[src/rtl/seg_pkg.sv]
// Shared constants for the 7-segment loop-back checker: segment patterns,
// character codes, FSM states and the golden message sequence.
package seg_pkg;

  localparam int unsigned SEG_W  = 8;
  localparam int unsigned CODE_W = 5;

  typedef logic [CODE_W-1:0] code_t;

  // Segment patterns: bit7 = dp, bits6..0 = a..g, active-high
  localparam logic [SEG_W-1:0] SEG_BLANK = 8'h00;
  localparam logic [SEG_W-1:0] SEG_MARK  = 8'h80;
  localparam logic [SEG_W-1:0] SEG_S     = 8'h5B;
  localparam logic [SEG_W-1:0] SEG_E     = 8'h4F;
  localparam logic [SEG_W-1:0] SEG_N     = 8'h15;
  localparam logic [SEG_W-1:0] SEG_O     = 8'h7E;
  localparam logic [SEG_W-1:0] SEG_L     = 8'h0E;
  localparam logic [SEG_W-1:0] SEG_G     = 8'h5F;
  localparam logic [SEG_W-1:0] SEG_U     = 8'h3E;

  localparam code_t C_BLANK = 5'd0;
  localparam code_t C_MARK  = 5'd1;
  localparam code_t C_S     = 5'd2;
  localparam code_t C_E     = 5'd3;
  localparam code_t C_N     = 5'd4;
  localparam code_t C_O     = 5'd5;
  localparam code_t C_L     = 5'd6;
  localparam code_t C_G     = 5'd7;
  localparam code_t C_U     = 5'd8;
  localparam code_t C_UNK   = 5'h1F;

  typedef enum logic [1:0] {
    ST_HUNT,
    ST_ARMED,
    ST_FRAME
  } state_e;

  localparam int unsigned GOLDEN_LEN = 13;

  // "SEnOLGULGOnUL"
  localparam code_t GOLDEN_SEQ [GOLDEN_LEN] = '{
    C_S, C_E, C_N, C_O, C_L, C_G, C_U, C_L, C_G, C_O, C_N, C_U, C_L
  };

endpackage

[src/rtl/seg_char_lut.sv]
// Combinational segment-pattern to character-code lookup; exact match only,
// anything unrecognised decodes to C_UNK.
module seg_char_lut
  import seg_pkg::*;
(
  input  logic [SEG_W-1:0] seg_i,
  output code_t            code_o
);

  always_comb begin
    code_o = C_UNK;
    case (seg_i)
      SEG_BLANK: code_o = C_BLANK;
      SEG_MARK:  code_o = C_MARK;
      SEG_S:     code_o = C_S;
      SEG_E:     code_o = C_E;
      SEG_N:     code_o = C_N;
      SEG_O:     code_o = C_O;
      SEG_L:     code_o = C_L;
      SEG_G:     code_o = C_G;
      SEG_U:     code_o = C_U;
      default:   code_o = C_UNK;
    endcase
  end

endmodule

[src/rtl/seg_stream_decoder.sv]
// Receive-side checker for the 7-segment message scroller: decodes samples,
// locks on blank+marker framing and scores each frame against the golden text.
// Define SEG_ACTIVE_LOW_EN to invert seg_in for common-anode displays.
module seg_stream_decoder
  import seg_pkg::*;
#(
  parameter int unsigned FRAME_LEN = 13,
  parameter int unsigned ERR_W     = 4
) (
  input  logic             clk,
  input  logic             rst_n,
  input  logic [7:0]       seg_in,
  input  logic             seg_valid,
  output logic [4:0]       char_code,
  output logic             char_valid,
  output logic             frame_start,
  output logic             frame_done,
  output logic             frame_ok,
  output logic [ERR_W-1:0] err_cnt
);

  localparam int unsigned IDX_W = $clog2(FRAME_LEN);
  localparam logic [IDX_W-1:0] LAST_IDX = IDX_W'(FRAME_LEN - 1);

  logic [SEG_W-1:0] seg_eff;
  code_t            code;
  logic             char_bad;
  logic             err_sat;

  state_e           state_q, state_d;
  logic [IDX_W-1:0] idx_q, idx_d;
  logic             mism_q, mism_d;
  code_t            code_q, code_d;
  logic             cv_q, cv_d;
  logic             fs_q, fs_d;
  logic             fd_q, fd_d;
  logic             ok_q, ok_d;
  logic [ERR_W-1:0] err_q, err_d;

`ifdef SEG_ACTIVE_LOW_EN
  assign seg_eff = ~seg_in;
`else
  assign seg_eff = seg_in;
`endif

  seg_char_lut u_lut (
    .seg_i  (seg_eff),
    .code_o (code)
  );

  assign char_bad = (code != GOLDEN_SEQ[idx_q]);
  assign err_sat  = &err_q;

  always_ff @(posedge clk or negedge rst_n) begin
    if (!rst_n) begin
      state_q <= ST_HUNT;
      idx_q   <= '0;
      mism_q  <= 1'b0;
      code_q  <= '0;
      cv_q    <= 1'b0;
      fs_q    <= 1'b0;
      fd_q    <= 1'b0;
      ok_q    <= 1'b0;
      err_q   <= '0;
    end else begin
      state_q <= state_d;
      idx_q   <= idx_d;
      mism_q  <= mism_d;
      code_q  <= code_d;
      cv_q    <= cv_d;
      fs_q    <= fs_d;
      fd_q    <= fd_d;
      ok_q    <= ok_d;
      err_q   <= err_d;
    end
  end

  // Framing FSM; held-off samples leave all state untouched, pulses drop
  always_comb begin
    state_d = state_q;
    idx_d   = idx_q;
    mism_d  = mism_q;
    code_d  = code_q;
    cv_d    = 1'b0;
    fs_d    = 1'b0;
    fd_d    = 1'b0;
    ok_d    = ok_q;
    err_d   = err_q;

    if (seg_valid) begin
      code_d = code;
      case (state_q)
        ST_HUNT: begin
          if (code == C_BLANK) state_d = ST_ARMED;
        end
        ST_ARMED: begin
          if (code == C_MARK) begin
            state_d = ST_FRAME;
            idx_d   = '0;
            mism_d  = 1'b0;
            fs_d    = 1'b1;
          end else if (code != C_BLANK) begin
            state_d = ST_HUNT;
          end
        end
        ST_FRAME: begin
          if (code == C_MARK) begin
            // Marker mid-frame: abandon this frame and re-sync immediately
            idx_d  = '0;
            mism_d = 1'b0;
            fs_d   = 1'b1;
            if (!err_sat) err_d = err_q + ERR_W'(1);
          end else begin
            cv_d = 1'b1;
            if (char_bad) begin
              mism_d = 1'b1;
              if (!err_sat) err_d = err_q + ERR_W'(1);
            end
            if (idx_q == LAST_IDX) begin
              fd_d    = 1'b1;
              ok_d    = !(mism_q || char_bad);
              state_d = ST_HUNT;
              idx_d   = '0;
              mism_d  = 1'b0;
            end else begin
              idx_d = idx_q + IDX_W'(1);
            end
          end
        end
        default: state_d = ST_HUNT;
      endcase
    end
  end

  assign char_code   = code_q;
  assign char_valid  = cv_q;
  assign frame_start = fs_q;
  assign frame_done  = fd_q;
  assign frame_ok    = ok_q;
  assign err_cnt     = err_q;

endmodule

[config.mk]
export PLATFORM = sky130hd
export DESIGN_NAME = seg_stream_decoder
export DESIGN_NICKNAME = d
export VERILOG_FILES = /design/src/rtl/seg_pkg.sv /design/src/rtl/seg_char_lut.sv /design/src/rtl/seg_stream_decoder.sv
export SDC_FILE = /design/constraint.sdc
export NUM_CORES = 1
export LEC_CHECK = 0
export CAP_MARGIN = 25
export CORE_ASPECT_RATIO = 0.8
export CORE_MARGIN = 5
export CORE_UTILIZATION = 52
export DETAILED_ROUTE_END_ITERATION = 10
export PLACE_DENSITY = 0.79
export REMOVE_ABC_BUFFERS = 1
export SKIP_CTS_REPAIR_TIMING = 1
export SLEW_MARGIN = 20
export SYNTH_ARGS = -nofsm -noshare
export SYNTH_HDL_FRONTEND = slang
export SYNTH_SLANG_ARGS = --single-unit
[constraint.sdc]
create_clock -name clk -period 2.85 [get_ports clk]
set_input_delay 0.285 -clock clk [delete_from_list [all_inputs] [get_ports clk]]
set_output_delay 0.285 -clock clk [all_outputs]
set_load 0.05 [all_outputs]
==> results.md, run 1 <==
Run status:
- The flow ran to the end, and the final reports show no timing, DRC or antenna violations.

STA:
- The final max-slew violation count is 0.
- Setup repair after global routing left no endpoint under its margin.
- The upper clock frequency limit is 0.374 GHz.
- The normalized max-slew margin is 64.3%.
- Setup violations remaining at the end of the flow were counted as 0.
- In the finished design, the share of the clock period the worst path needs comes to ~94%.
- The slew at the pin closest to its max-slew limit is 0.529 ns.
- The worst path needs roughly 2.7 ns of the cycle, external delays included.
- Setup total negative slack on the finished layout was measured at 0 ns.
- The final-report hold violation count is 0.
- The clock skew after layout is roughly 0.0013 ns.
- After layout, the worst setup slack is ~0.18 ns.
- Hold timing on the final database bottoms out at a slack of 0.213 ns.

Setup path:
- The peak fanout along the critical path is 4.
- The worst-case register-to-register setup slack is roughly 0.19 ns.
- In this run the critical register-to-register path is captured at err_cnt[1].
- The destination of the critical timing path is err_cnt[1].
- Measured in cells, the most critical reg-to-reg path has a length of 9.
- Data arrives at the worst endpoint at 2.87 ns.
- In this run the critical register-to-register path is launched from idx_q[0].
- STA classifies the critical path startpoint as an input port.
- The critical path starts at seg_in[0].
- The data required time at the worst endpoint is 3.05 ns.
- The critical path class is in2reg.
- The kind of capture point of the worst setup path is a register.

Finish:
- In the final design database the tool counted between 200 and 250 nets.
- In the layout the commonest cells are 23 x sky130_fd_sc_hd__clkdlybuf4s50_1, 20 x sky130_fd_sc_hd__dfrtp_1, 13 x sky130_fd_sc_hd__nand2_1, 13 x sky130_fd_sc_hd__buf_4, 12 x sky130_fd_sc_hd__nor2_1.
- The most frequent standard cell in the layout excluding fill and tap cells is sky130_fd_sc_hd__clkdlybuf4s50_1.
- The proportion of layout cells with a drive suffix above 1 is 15.6%.
- Relative to the synthesized area, the layout overhead comes to 29.5%.
- Fill cells in the final layout number between 150 and 200.
- The count of non-filler cells in the finished layout is about 220.
- The number of antenna diodes in the final layout is 0.

Clock network:
- Clock-pin slew was measured on the worst setup and hold paths at 0.11 ns.
- The number of buffers added by the clock tree synthesis step is 3.
- In this run the deepest clock path goes through 2 buffers.
- The clock net in this run drives a total of 20 sinks.
- TritonCTS built the clock tree.
- The CTS H-tree depth is 1.
- The master cell of the clock root buffer is sky130_fd_sc_hd__clkbuf_4.
- Clock latency on the worst-skew pair, taken at its later pin, is 0.30 ns.

Detailed routing:
- Dividing the detail-routed wire length by the instance count gives ~14 um.
- The ratio of routed vias to standard cells is 5.66.
- The pre-antenna-repair detailed-routing pass consisted of 4 iterations.
- The via count is approximately 1300.
- For this run, design rule violations remaining after detail routing come to 0.
- The total routed wirelength is 3110 um.
- The detailed router finished its first iteration with 57 violations.
- The number of nets with antenna violations after routing is 0.

Floorplanning:
- The number of top-level pins is 24.
- The floorplan step defined a core boundary enclosing about 2500 sq um.
- The floorplan die area is 3800 sq um.
- The die width is 67.7 um.
- The initialized floorplan defines 16 standard-cell rows.
- The initial core utilization is between 50% and 60%.
- From bottom edge to top edge, the die measures 56.1 um.

GRT:
- The pin count of the biggest net entering global routing is 21.
- The number of global-route vias before repair is 1211.
- The sum of overflow across all layers after global routing is 0.
- The initial antenna violation count came to 0.
- Global routing used between 10% and 20% of the available tracks.
- The wire length of the first global-routing pass is ~5200 um.

Place:
- At the end of routability-driven placement, the weighted congestion stood at 0.836.
- The post-placement cell count is 217.
- The final HPWL from detailed placement is approximately 2500 um.
- The number of buffers added on ports is 23.
- OpenSTA, run right after detailed placement, puts the worst setup slack at -0.140 ns.

Run:
- The tool flagged a number of max-cap violations equal to 0.

Synth:
- The async set-or-reset flop fraction in the synthesized netlist is 100%.
- The count of mapped cells out of synthesis is 148.
- The most used flip-flop cell after synthesis is sky130_fd_sc_hd__dfrtp_1.
- The number of enable flip-flop cells after synthesis is 0.
- After synthesis, flip-flops and latches occupy a little over a third of the total area.
- The synthesis warning total is 0.
- After synthesis, the netlist uses 42 different library cells.
- Counting flops and latches in the post-synthesis netlist gives 20.
- The area of the mapped netlist is between 1000 and 1500 sq um.
- The average instance in the mapped netlist occupies about 9.3 sq um.

Pwr:
- The leakage dissipation is 0.734 nW.
- Power spread over the standard cell area amounts to 383 nW/um^2.
- The maximum vdd ir drop is between 0.2 and 0.3 mV.
- The total power is ~680 uW.

Hold path:
- In this run the worst hold path is classified as in2async.
[cells by family after synthesis]
kind of cell | share of synthesized area (%)
AO/OA/AOI/OAI | 14.5
multiplexers | 7.78
buffers and inverters | 3.08
XOR/XNOR | 3.17
AND/OR/NAND/NOR | 25.3
flip-flops | 36.2
adder cells (fa/ha/maj) | 9.95
[worst min-delay path by stage]
stage / start / end / slack, ns / cells past startpoint
after detailed placement: frame_ok / frame_ok / 0.49 / 1
final: rst_n / char_code[3] / 0.21 / 1
after global routing: rst_n / char_code[3] / 0.20 / 1
after floorplan: rst_n / char_code[0] / -0.01 / 0
after global placement: char_code[4] / char_code[4] / 0.49 / 1
after CTS: rst_n / char_code[2] / 0.50 / 1
[layer usage]
layer  vias up  share of wire, %  GRT usage, %
met5         -                 0             0
met4         0              0.26          3.47
met3         2               5.2          5.45
met2        39                50          30.5
met1       599                44          20.8
li1        617                 -             -
[power by group]
group / internal (mW) / switching, mW / total, mW
clock network: 0.0780 / 0.0859 / 0.164
logic: 0.0929 / 0.114 / 0.207
registers: 0.299 / 0.0144 / 0.314
total: 0.470 / 0.215 / 0.685
[through the flow]
stage / instance area [sq um] / util, %
5_1_grt: 1790 / 71.6
4_1_cts: 1780 / 71.1
3_3_place_gp: 1740 / 69.7
6_report: 1790 / 71.6
2_1_floorplan: 1370 / -
3_5_place_dp: 1740 / 69.7
[layout make-up]
class	instances	area (sq um)	area share [%]
Clock buffer	4	36.3	2.03
Inverter	8	30.0	1.68
Timing Repair Buffer	37	339	18.9
Sequential cell	20	500	28.0
Multi-Input combinational cell	117	840	46.9
Tap cell	36	45.0	2.52
[critical path: stages]
cell	delay [ns]
sky130_fd_sc_hd__clkdlybuf4s50_1	0.51
sky130_fd_sc_hd__buf_4	0.14
sky130_fd_sc_hd__nor2b_1	0.17
sky130_fd_sc_hd__nor4b_1	0.28
sky130_fd_sc_hd__a31oi_1	0.14
sky130_fd_sc_hd__mux2i_1	0.23
sky130_fd_sc_hd__a21oi_1	0.11
sky130_fd_sc_hd__or4_4	0.55
sky130_fd_sc_hd__nand4_2	0.13
sky130_fd_sc_hd__mux2_1	0.32
[registers in the layout, indices dropped and copies added, names as in the netlist, 2 cells and up]
register / flops
err_cnt: 4
state_q: 2
idx_q: 4
char_code: 5
[synth_stat cells (3+ instances only)]
cell type	count	area (sq um)
sky130_fd_sc_hd__nand4_1	5	31.3
sky130_fd_sc_hd__xnor2_1	3	26.3
sky130_fd_sc_hd__a21oi_1	6	30.0
sky130_fd_sc_hd__o21ai_0	11	55.1
sky130_fd_sc_hd__inv_1	8	30.0
sky130_fd_sc_hd__nor2_1	12	45.0
sky130_fd_sc_hd__mux2_2	4	45.0
sky130_fd_sc_hd__ha_1	11	138
sky130_fd_sc_hd__nand2b_1	4	25.0
sky130_fd_sc_hd__nand3_1	5	25.0
sky130_fd_sc_hd__nor2b_1	3	18.8
sky130_fd_sc_hd__nand2_1	13	48.8
sky130_fd_sc_hd__mux2i_1	4	40.0
sky130_fd_sc_hd__dfrtp_1	20	500
sky130_fd_sc_hd__nor3_1	4	20.0
(Power assumes the default switching activity.)
==> run 2: changes to the inputs <==
--- a/config.mk
+++ b/config.mk
@@ -6,7 +6,6 @@
 export NUM_CORES = 1
 export LEC_CHECK = 0
 export CAP_MARGIN = 25
-export CORE_ASPECT_RATIO = 0.8
 export CORE_MARGIN = 5
 export CORE_UTILIZATION = 52
 export DETAILED_ROUTE_END_ITERATION = 10
==> results.md, run 2 (synthesized netlist as in run 1, its figures left out) <==
STA:
- The final-report hold violation count is 0 (unchanged).
- Setup repair after global routing left no endpoint under its margin.
- The number of endpoints failing setup at the final stage is 0 (unchanged).
- The clock skew after layout is 0.000742 ns (-0.000574 ns).
- The slew at the pin closest to its max-slew limit came to 0.918 ns (+0.389 ns).
- The normalized max-slew margin came to 38.6% (-26 points).
- The accumulated negative setup slack is 0 ns (unchanged).
- The upper clock frequency limit is 0.374 GHz (-0.11%).
- The ratio of final minimum period to clock period is 93.9% (+0.10 points).
- The minimum period implied by the final worst setup slack is 2.68 ns (+0.00290 ns).
- The final max-slew violation count is 0 (unchanged).

Setup path:
- The peak fanout along the critical path came to 7 (+3).
- The data arrival time of the critical path was 2.88 ns (about the same).
- The worst setup path is of the reg2reg kind.
- The data required time at the worst endpoint is 3.06 ns (about the same).
- The kind of capture point of the worst setup path is a register.
- STA classifies the critical path startpoint as a register.

Detailed routing:
- The ratio of routed vias to standard cells is 5.78 (+2.1%).
- The number of nets with antenna violations after routing is 0 (unchanged).
- The routed wire length per instance came to 15.0 um (+7.1%).
- The number of optimization iterations in the first detailed-route pass was 4 (unchanged).
- The via count is 1237 (-1.6%).
- The number of DRC violations after detailed-routing iteration 0 is 36 (-37%).
- The detailed-route DRC error count is 0 (unchanged).
- The total routed wirelength was 3210 um (+3.3%).

Run:
- The number of violations of the max-capacitance limit is 0 (unchanged).

Place:
- The placer's final routability congestion estimate is 0.847 (+1.3%).
- The cell area after placement came to 1730 sq um (-0.86%).
- The final HPWL from detailed placement is 2540 um (+2.4%).
- The number of buffers added on ports is 23 (unchanged).

Floorplanning:
- The die boundary height came to 61.6 um (+9.7%).
- The floorplan die area is 3790 sq um (-0.17%).
- The number of top-level pins is 24 (unchanged).
- The initial core utilization is 55.3% (+0.055 points).
- The die width is 61.6 um (-9.0%).
- The core box area is 2500 sq um (about the same).
- The row count is 18 (+2).

Clock network:
- The clock transition at the registers of the reported paths is 0.12 ns (about the same).
- The clock sink count is 20 (unchanged).
- The number of buffers between clock root and the deepest sink was 2 (unchanged).
- The number of buffers added by the clock tree synthesis step came to 3 (unchanged).
- The tree is rooted in a sky130_fd_sc_hd__clkbuf_4.
- The CTS H-tree depth came to 1 (unchanged).
- The clock latency on the worst-skew pair is 0.31 ns (about the same).
- The TritonCTS clock tree is built.

GRT:
- The pin count of the biggest net entering global routing was 21 (unchanged).
- The number of global-route vias before repair is 1244 (+2.7%).
- The initial antenna violation count came to 0 (unchanged).
- The sum of overflow across all layers after global routing came to 0 (unchanged).
- The total routing resource utilization after global routing is 19.1% (+1.5 points).
- The wire length of the first global-routing pass is 5500 um (+5.6%).

Pwr:
- The total power was 758 uW (+11%).
- The total power density per cell area is 426 nW/um^2 (+11%).
- The leakage dissipation is 0.731 nW (-0.45%).
- The maximum vdd ir drop is 0.338 mV (+15%).

Finish:
- The number of nets in the final layout is 207 (-0.96%).
- The proportion of layout cells with a drive suffix above 1 is 14.7% (-0.92 points).
- The finished layout cell area is 1780 sq um (-0.56%).
- The library cells used most frequently in the layout, excluding fill and tap cells, are 23 x sky130_fd_sc_hd__clkdlybuf4s50_1, 20 x sky130_fd_sc_hd__dfrtp_1, 13 x sky130_fd_sc_hd__nand2_1.
- The layout overhead on the synthesized area is 28.8%.
- The flip-flop count of the largest register, all copies and words added is 5 (unchanged).
- The diode insertion count for antenna repair came to 0 (unchanged).
- The most frequent standard cell in the layout excluding fill and tap cells is sky130_fd_sc_hd__clkdlybuf4s50_1.
- The total of fill cells in the finished design is 191 (+1.1%).

Hold path:
- The path class of the tightest hold or removal check is in2async.

Run status:
- The flow ran to the end, and the final reports show no timing, DRC or antenna violations.
==> run 2: cell types whose count changed in the layout (fill, tap and decap cells not counted) <==
cell / previous run / this run
sky130_fd_sc_hd__clkbuf_8: 1 / 0
sky130_fd_sc_hd__buf_4: 13 / 12
sky130_fd_sc_hd__buf_6: 1 / 0
sky130_fd_sc_hd__bufinv_16: 0 / 1
==> run 2: final timing paths <==
kind | start | end | slack (ns) | depth (start not counted)
max | idx_q[1] | err_cnt[1] | 0.17 | 9
min | rst_n | char_code[2] | 0.47 | 1
max reg2reg | idx_q[1] | err_cnt[1] | 0.17 | 9
min reg2reg | char_code[4] | char_code[4] | 0.53 | 1
max in group asynchronous | rst_n | idx_q[0] | 1.82 | 1
min in group clk | char_code[4] | char_code[4] | 0.53 | 1
==> run 2: power by group <==
group / total [mW] / switching, mW / internal, mW
registers: 0.315 / 0.0156 / 0.299
clock network: 0.236 / 0.0941 / 0.142
logic: 0.206 / 0.114 / 0.0924
total: 0.758 / 0.224 / 0.534
==> run 2: layer usage <==
layer / routed length [um] / track usage (%) / share of wire (%)
met2: 1630 / 32.7 / 51
met1: 1430 / 24.2 / 45
met3: 101 / 2.73 / 3.1
met4: 40 / 7.27 / 1.2
met5: 0 / 0 / 0
==> run 2: cell type report <==
class                      count  area [sq um]  share of cell area, %
tap                           30          37.5                   2.11
multi-input combinational    117           840                   47.2
sequential                    20           500                   28.1
timing repair buffer          35           320                   18.0
clock buffer                   3          22.5                   1.26
clock inverter                 1          30.0                   1.69
inverter                       8          30.0                   1.69
==> run 2: metrics by stage <==
step | instances | hold WS [ns] | utilization [%] | setup WS [ns]
detailed placement | 210 | 0.500 | 69.1 | -0.114
CTS | 214 | 0.491 | 71.2 | 0.190
global route | 214 | 0.535 | 71.2 | 0.00329
finish | 214 | 0.474 | 71.2 | 0.174
global placement | 210 | 0.490 | 69.1 | -0.0804
floorplan | 145 | -0.0106 | - | 0.410
==> run 2: worst max-delay path, cell delays in order, from the launching register on <==
cell,delay (ns)
sky130_fd_sc_hd__dfrtp_1,0.48
sky130_fd_sc_hd__inv_1,0.12
sky130_fd_sc_hd__ha_1,0.21
sky130_fd_sc_hd__o21ai_0,0.18
sky130_fd_sc_hd__a22o_2,0.23
sky130_fd_sc_hd__mux2i_1,0.25
sky130_fd_sc_hd__a21oi_1,0.10
sky130_fd_sc_hd__or4_4,0.55
sky130_fd_sc_hd__nand4_2,0.13
sky130_fd_sc_hd__mux2_1,0.33
